===== config.mk =====
export PLATFORM = sky130hd
export DESIGN_NAME = dac_slew_out
export DESIGN_NICKNAME = d
export VERILOG_FILES = /design/src/rtl/dac_slew_out.sv
export SDC_FILE = /design/constraint.sdc
export NUM_CORES = 1
export LEC_CHECK = 0
export BUFFER_PORTS_ARGS = -buffer_cell sky130_fd_sc_hd__buf_4
export CORE_MARGIN = 3
export CORE_UTILIZATION = 59
export CTS_CLUSTER_DIAMETER = 100
export DETAILED_ROUTE_END_ITERATION = 6
export HOLD_SLACK_MARGIN = 0.12
export PLACE_DENSITY_LB_ADDON = 0.05
export REMOVE_ABC_BUFFERS = 1
export SYNTH_ARGS = -nofsm -noshare
export SYNTH_HDL_FRONTEND = slang
export SYNTH_SLANG_ARGS = --single-unit

===== constraint.sdc =====
create_clock -name dac_clk_i -period 6.6 [get_ports dac_clk_i]
set_clock_uncertainty 0.15 [all_clocks]
set_input_delay 0.99 -clock dac_clk_i [delete_from_list [all_inputs] [get_ports dac_clk_i]]
set_output_delay 0.99 -clock dac_clk_i [all_outputs]
set_load 0.05 [all_outputs]

===== src/rtl/dac_slew_out.sv =====
// DAC output stage: optional polarity inversion, slew-rate limited ramping
// between zero and the incoming sample, and offset-binary conversion for the DAC pins.
module dac_slew_out #(
   parameter int unsigned DIV_W = 16
) (
   input  logic             dac_clk_i,
   input  logic             dac_rst_i,
   input  logic [13:0]      dat_i,
   input  logic             en_i,
   input  logic             set_inv_i,
   input  logic [13:0]      set_step_i,
   input  logic [DIV_W-1:0] set_div_i,
   output logic [13:0]      dac_dat_o,
   output logic [13:0]      dac_val_o,
   output logic [1:0]       state_o,
   output logic             busy_o
);

   localparam logic [1:0] ST_OFF   = 2'd0;
   localparam logic [1:0] ST_RISE  = 2'd1;
   localparam logic [1:0] ST_TRACK = 2'd2;
   localparam logic [1:0] ST_FALL  = 2'd3;

   logic [1:0]       state_q, state_d;
   logic [13:0]      dat_r_q, dat_r_d;
   logic [13:0]      y_q, y_d;
   logic [13:0]      dac_q, dac_d;
   logic [DIV_W-1:0] cnt_q, cnt_d;

   logic [13:0] tgt;
   logic        tick;
   logic [14:0] diff, mag, step_w, sum_up, sum_dn;

   // -8192 has no positive counterpart in 14 bits, so its negation clips to +8191
   always_comb begin
      dat_r_d = dat_i;
      if (set_inv_i) begin
         if (dat_i == 14'h2000) dat_r_d = 14'h1FFF;
         else                   dat_r_d = ~dat_i + 14'd1;
      end
   end

   assign tgt  = ((state_q == ST_RISE) || (state_q == ST_TRACK)) ? dat_r_q : '0;
   assign tick = (cnt_q == '0);

   always_comb begin
      cnt_d = cnt_q - {{(DIV_W-1){1'b0}}, 1'b1};
      if (tick) cnt_d = set_div_i;
   end

   // Moving by a full step only when |tgt - y| > step keeps y between its
   // old value and tgt, which bounds it to the 14-bit range without clamping
   always_comb begin
      step_w = {1'b0, set_step_i};
      diff   = {tgt[13], tgt} - {y_q[13], y_q};
      mag    = diff[14] ? (~diff + 15'd1) : diff;
      sum_up = {y_q[13], y_q} + step_w;
      sum_dn = {y_q[13], y_q} - step_w;
      y_d    = y_q;
      if (set_step_i == '0) begin
         y_d = tgt;
      end else if (tick) begin
         if (mag <= step_w)  y_d = tgt;
         else if (!diff[14]) y_d = sum_up[13:0];
         else                y_d = sum_dn[13:0];
      end
   end

   always_comb begin
      state_d = state_q;
      case (state_q)
         ST_OFF: begin
            if (en_i) state_d = ST_RISE;
         end
         ST_RISE: begin
            if (!en_i)          state_d = ST_FALL;
            else if (y_q == tgt) state_d = ST_TRACK;
         end
         ST_TRACK: begin
            if (!en_i) state_d = ST_FALL;
         end
         default: begin
            if (en_i)            state_d = ST_RISE;
            else if (y_q == '0)  state_d = ST_OFF;
         end
      endcase
   end

   assign dac_d = {~y_q[13], y_q[12:0]};

   always_ff @(posedge dac_clk_i or posedge dac_rst_i) begin
      if (dac_rst_i) begin
         state_q <= ST_OFF;
         dat_r_q <= '0;
         y_q     <= '0;
         cnt_q   <= '0;
         dac_q   <= 14'h2000;
      end else begin
         state_q <= state_d;
         dat_r_q <= dat_r_d;
         y_q     <= y_d;
         cnt_q   <= cnt_d;
         dac_q   <= dac_d;
      end
   end

   assign dac_dat_o = dac_q;
   assign dac_val_o = y_q;
   assign state_o   = state_q;
   assign busy_o    = (y_q != tgt);

endmodule


==> results.toml, run 1 <==
[routing]
m1WireLength_mm = 5.70
post-route-drc-count = 0
ant_nets = 0
drt_wl_total_mm = 13.3
drt-initial-drc-count = 241
via_per_inst = 5.96
first_pass_iters = 5
top_layer = "met4"
vias = 4883
wl_met2_mm = 6.78
post_drt_wl_per_cell_um = 16.2
wl_met3_um = 578

[die]
die-area_sq_um = 10400
dieWidth_um = 102
core_sq_um = 8810
num_io_pins = 79
die_h_um = 102
start_util_pct = 61.6
row_count = 34

[outcome]
status = "completed"

[critical_path]
crit_arrival_ps = 5950
startpoint_type = "register"
rr_startpoint = "state_o[0]"
reg2reg_slack_ps = 750
end_kind = "register"
criticalPathCategory = "reg2reg"
reg2reg_depth = 23
cp_max_fo = 15
crit_required_ps = 6700
r2r_end = "dac_val_o[0]"

[synth]
synth_area_leaders = "dfrtp_1, ha_1, xnor2_1"
avgSynthCellArea_sq_um = 8.39
ys.flop_type = "dfrtp_1"
yosysTopAreaCell = "dfrtp_1"
yosys.cell_types.count = 64
netlist_area_sq_um = 5420
seq_area_frac_synth_pct = 27.7
synth_most_common_cell = "dfrtp_1"
synth_common_cells = "dfrtp_1, ha_1, nand2_1"
async_flop_share_pct = 100
synth_top_area_share_pct = 27.2
ys_ff_latch = 60
synth_edf_count = 0
synth_cells = 646
ys_warn_count = 0

[layout]
num-nets-final = 810
final_util_pct = 70.2
register_area_sq_um = 1500
drive_above_1_share_pct = 17.3
synthToLayoutAreaGrowth_pct = 14.1
fillers = 725
multi_input_area_sq_um = 3550
antenna_cells = 0

[worst_hold_path]
hp-class = "reg2reg"
holdCritStartpoint = "dac_val_o[3]"
min_to = "dac_dat_o[3]"
min_path_cells = 0

[clock_tree]
clockBufferDepth = 2
clockRootBuffer = "clkbuf_8"
clk_pin_slew_worst_paths_ps = 80
cts_tree = "yes"
clock_latency_ps = 360
cts_setup_buffers = 0
post_cts_resize_count = 0
cts_made_buffers = 9
htree_levels = 3
cts_sinks = 60
cts_hold_buf = 0

[pwr]
ir_worst_vdd_mv = 0.394
p_sw_share_pct = 50.9
p_leak_nw = 2.91
power.internal_mw = 1.76
combPwrFrac_pct = 77.2
clkPwrFrac_pct = 9.7
power_density_nw_per_um2 = 580
power.net_switching_mw = 1.82
pwr-share-seq_pct = 13.1

[global_route]
grt_pass1_wl_mm = 21.5
grtUsageTotal_pct = 26.1
grt_max_degree = 61
grt_pass1_vias = 4677
antenna_found_initial = 0
grt_remaining_overflow = 0

[place]
hpwl_mm = 10.3
portBuffers = 78
gp_congestion = 0.982

[timing]
relSlewSlack_pct = 39.9
setup-violations-final = 0
final-max-slew-violation-count = 0
period_share_pct = 88.7
max_freq_ghz = 0.171
fin_hold_ws_ps = 296
worst_pin_slew_ps = 899
tns_ps = 0
final_hold_viol_count = 0
grt_setup_unrepaired = "false"
min_period_ps = 5850

[flow_run]
max_cap_violations = 0
[stage by stage]
step	total power, mW	setup WS, ps	std cells	instance area (sq um)
after floorplan	2.59	661	613	5230
after CTS	3.56	755	819	6190
after detailed placement	3.19	803	803	5980
final	3.59	747	819	6190
after global routing	3.90	295	819	6190
after global placement	3.10	998	803	5980
[per-layer routing]
metal | track usage, % | vias up
met5 | 0 | -
met2 | 47.4 | 131
met3 | 3.34 | 23
met1 | 31.8 | 2316
li1 | - | 2413
met4 | 8.98 | 0
[layout make-up]
class / instances / share of cell area [%]
clock buffers: 10 / 2.22
clock inverters: 6 / 1.03
multi-input cells: 504 / 57.3
well taps: 108 / 2.18
inverters: 49 / 2.97
flip-flops and latches: 60 / 24.3
repair buffers: 82 / 9.95
[cells in the final DEF (no fill, tap or decap), drive strengths merged, types with 24 or more instances in the layout]
| cell type | count |
|---|---|
| inv | 49 |
| nand2 | 54 |
| ha | 54 |
| nor2 | 48 |
| o211ai | 24 |
| xnor2 | 42 |
| a21oi | 44 |
| buf | 82 |
| dfrtp | 59 |
[power by group through the flow]
stage	combinational, mW	clock [mW]	sequential [mW]
floorplan	2.10	0	0.495
global placement	2.62	0	0.473
detailed placement	2.72	0	0.478
CTS	2.74	0.351	0.470
global route	3.06	0.367	0.479
finish	2.77	0.348	0.470
[worst max-delay path by stage]
stage                         endpoint  cells after the start       start  slack, ps
final                     dac_val_o[0]                     23  state_o[0]        750
after detailed placement  dac_val_o[0]                     23  state_o[0]        800
after floorplan           dac_val_o[0]                     22  state_o[0]        660
after global routing      dac_val_o[0]                     23  state_o[0]        290
after global placement    dac_val_o[0]                     23  state_o[0]       1000
after CTS                 dac_val_o[0]                     23  state_o[0]        760
[worst max-delay path: stages (launching register included)]
cell	delay (ps)
dfrtp_1	400
inv_1	90
ha_1	440
nand2_1	130
ha_1	170
inv_1	50
fa_1	420
a211oi_2	330
nor2_1	140
xnor2_1	150
nand4b_1	180
a2111o_1	490
or2_1	260
nor3_1	200
a21oi_1	120
xnor2_1	150
ha_1	300
nand4_1	90
nor2_1	130
nand2_1	90
a211oi_1	290
o41a_1	590
nor2_1	120
o221a_1	250
[sequential cells by signal, summed over array words and instances, names as in the netlist]
name,count
dat_r_q,14
dac_val_o,14
cnt_q,16
dac_dat_o,14
state_o,2
[kinds of logic (layout without fill, tap and decap cells)]
logic type	after synthesis	count (layout)	share of synthesized area (%)
adder cells (fa/ha/maj)	56	56	13.2
flip-flops	60	60	27.7
multiplexers	2	2	0.392
XOR/XNOR	63	63	10.2
buffers and inverters	82	147	6.85
AND/OR/NAND/NOR	234	234	22.1
AO/OA/AOI/OAI	149	149	19.6
(Power assumes the default switching activity.)
==> run 2, diff against run 1 <==
--- a/config.mk
+++ b/config.mk
@@ -5,6 +5,7 @@
 export SDC_FILE = /design/constraint.sdc
 export NUM_CORES = 1
 export LEC_CHECK = 0
+export ABC_AREA = 1
 export BUFFER_PORTS_ARGS = -buffer_cell sky130_fd_sc_hd__buf_4
 export CORE_MARGIN = 3
 export CORE_UTILIZATION = 59
@@ -13,6 +14,7 @@
 export HOLD_SLACK_MARGIN = 0.12
 export PLACE_DENSITY_LB_ADDON = 0.05
 export REMOVE_ABC_BUFFERS = 1
+export SLEW_MARGIN = 25
 export SYNTH_ARGS = -nofsm -noshare
 export SYNTH_HDL_FRONTEND = slang
 export SYNTH_SLANG_ARGS = --single-unit
==> run 2 against run 1 <==
Net effect: design area grew 6.2%; power grew 2.6%; via count grew 17%; critical path depth grew 7; sequential cell count is the same; register-to-register slack gained 520 ps; die area grew 6.2%; fmax grew 9.7%; synthesized cell count grew 32%; cell count grew 29%; sequential power grew 3%; largest cell class unchanged; largest power group unchanged.
==> results.toml, run 2 <==
[layout]
antenna_cells = 0
final_util_pct = 70.1
drive_above_1_share_pct = 13.8
regMostFlops = "cnt_q"
mostFrequentLayoutCells = "nand2_1, inv_1, buf_4"
layout_commonest_cell = "nand2_1"
num-nets-final = 1025
largest_reg_flops = 16
synthToLayoutAreaGrowth_pct = 13.7

[routing]
drt_wl_total_mm = 15.3
drt-initial-drc-count = 416
via_per_inst = 5.43
ant_nets = 0
first_pass_iters = 5
post-route-drc-count = 0
post_drt_wl_per_cell_um = 14.5
vias = 5733

[pwr]
power_density_nw_per_um2 = 560
p_leak_nw = 3.67
clkPwrFrac_pct = 9.2
power.internal_mw = 1.64
pwr-share-seq_pct = 13.2
power.net_switching_mw = 2.04
combPwrFrac_pct = 77.6
ir_worst_vdd_mv = 0.230
p_sw_share_pct = 55.5
finalPower_mw = 3.68

[timing]
relSlewSlack_pct = 35.2
worst_pin_slew_ps = 970
grt_setup_unrepaired = "false"
tns_ps = 0
fin_hold_ws_ps = 304
final-max-slew-violation-count = 0
min_period_ps = 5340
period_share_pct = 80.9
final_hold_viol_count = 0
max_freq_ghz = 0.187
setup-violations-final = 0

[global_route]
gr-usage-met2_pct = 48.2
use_met1_pct = 37.9
grt.busiest_layer = "met2"
use_met3_pct = 3.52
grt_pass1_wl_mm = 25.8
antenna_found_initial = 0
grtUsageTotal_pct = 28.5
grt_pass1_vias = 5479
grt_max_degree = 61
grt_remaining_overflow = 0

[synth]
synth_edf_count = 0
yosysTopAreaCell = "dfrtp_1"
seq_area_frac_synth_pct = 26.0
yosys.cell_types.count = 42
async_flop_share_pct = 100
synth_cells = 855
synth_top_area_share_pct = 25.6
netlist_area_sq_um = 5780
ys.flop_type = "dfrtp_1"
synth_most_common_cell = "nand2_1"
ys_warn_count = 0
synth_common_cells = "nand2_1, inv_1, nand3_1"
avgSynthCellArea_sq_um = 6.76
ys_ff_latch = 60
synth_area_leaders = "dfrtp_1, nand2_1, ha_1"

[critical_path]
crit_slowest_cell = "ha_1"
startpoint_type = "register"
cp_common_cell = "nand2_1"
rr_startpoint = "state_o[0]"
cp_slowest_stage_delay_ps = 460
cp_max_fo = 18
reg2reg_depth = 30
criticalPathCategory = "reg2reg"
reg2reg_slack_ps = 1260
r2r_end = "dac_val_o[0]"
crit_arrival_ps = 5380
crit_required_ps = 6650
end_kind = "register"

[die]
dieWidth_um = 105
start_util_pct = 61.7
row_count = 35
num_io_pins = 79
core_sq_um = 9370
die-area_sq_um = 11000
die_h_um = 105

[clock_tree]
cts_hold_buf = 0
post_cts_resize_count = 0
cts_made_buffers = 9
htree_levels = 3
clockRootBuffer = "clkbuf_8"
clock_latency_ps = 340
cts_setup_buffers = 0
cts_sinks = 60
clockBufferDepth = 2
cts_tree = "yes"
clk_pin_slew_worst_paths_ps = 80

[flow_run]
max_cap_violations = 0

[worst_hold_path]
min_to = "dac_dat_o[1]"
min_path_cells = 0
hp-class = "reg2reg"
holdCritStartpoint = "dac_val_o[1]"

[place]
portBuffers = 78
gp_congestion = 0.985
hpwl_mm = 12.3

[outcome]
status = "completed"
## run 2: cell types whose count changed in the layout (fill, tap and decap cells not counted), moves of 14 or more
cell / change
and2_1: -14
nand2_1: +159
xnor2_1: -30
inv_1: +97
nand3_1: +51
nor2_1: +23
## run 2: how the worst max path moves through the flow
| stage | cells after the start | from | end |
|---|---|---|---|
| floorplan | 28 | state_o[0] | dac_val_o[0] |
| global placement | 30 | state_o[0] | dac_val_o[1] |
| detailed placement | 30 | state_o[0] | dac_val_o[1] |
| CTS | 30 | state_o[0] | dac_val_o[0] |
| global route | 31 | state_o[0] | dac_val_o[5] |
| finish | 30 | state_o[0] | dac_val_o[0] |
## run 2: cells by family (layout without fill, tap and decap cells)
family	Yosys count	in the layout	share of synthesized area, %
DFF	60	60	26.0
xor gates and xnor gates	45	45	6.82
AOI/OAI and AO/OA	84	84	7.99
muxes	5	5	0.953
adders and majority gates	56	56	12.4
buffers and inverters	174	245	12.5
and+or+nand+nor	431	431	33.3
## run 2: metal layers
metal | up-vias | wire (um)
li1 | 2856 | -
met1 | 2640 | 6740
met2 | 213 | 7270
met3 | 24 | 930
met4 | 0 | 362
met5 | - | 0
## run 2: critical path: cells and delay by family, from the launching register on
kind / cells / cell delay [ps]
buffers and inverters: 4 / 620
xor gates and xnor gates: 1 / 180
and+or+nand+nor: 16 / 1660
DFF: 1 / 410
adders and majority gates: 4 / 1350
AOI/OAI and AO/OA: 5 / 790
## run 2: power by group through the flow
stage | clock, mW | combinational (mW) | sequential, mW
6_report | 0.338 | 2.85 | 0.486
5_1_grt | 0.362 | 3.20 | 0.494
4_1_cts | 0.344 | 2.80 | 0.485
3_5_place_dp | 0 | 2.77 | 0.493
3_3_place_gp | 0 | 2.71 | 0.489
2_1_floorplan | 0 | 2.11 | 0.546
## run 2: final cells by class
class                   count  area (sq um)
repair buffers             79           593
well taps                 129           161
clock buffers               9           124
fillers                   845          2800
inverters                 150           563
multi-input cells         621          3550
clock inverters             7          75.1
flip-flops and latches     60          1500
## run 2: per-stage QoR
stage          std cells  cell area, sq um  worst slack (ps)
6_report            1055              6570              1260
5_1_grt             1055              6570               823
4_1_cts             1055              6570              1380
3_5_place_dp        1039              6370              1410
3_3_place_gp        1039              6370              1570
2_1_floorplan        831              5620              1750
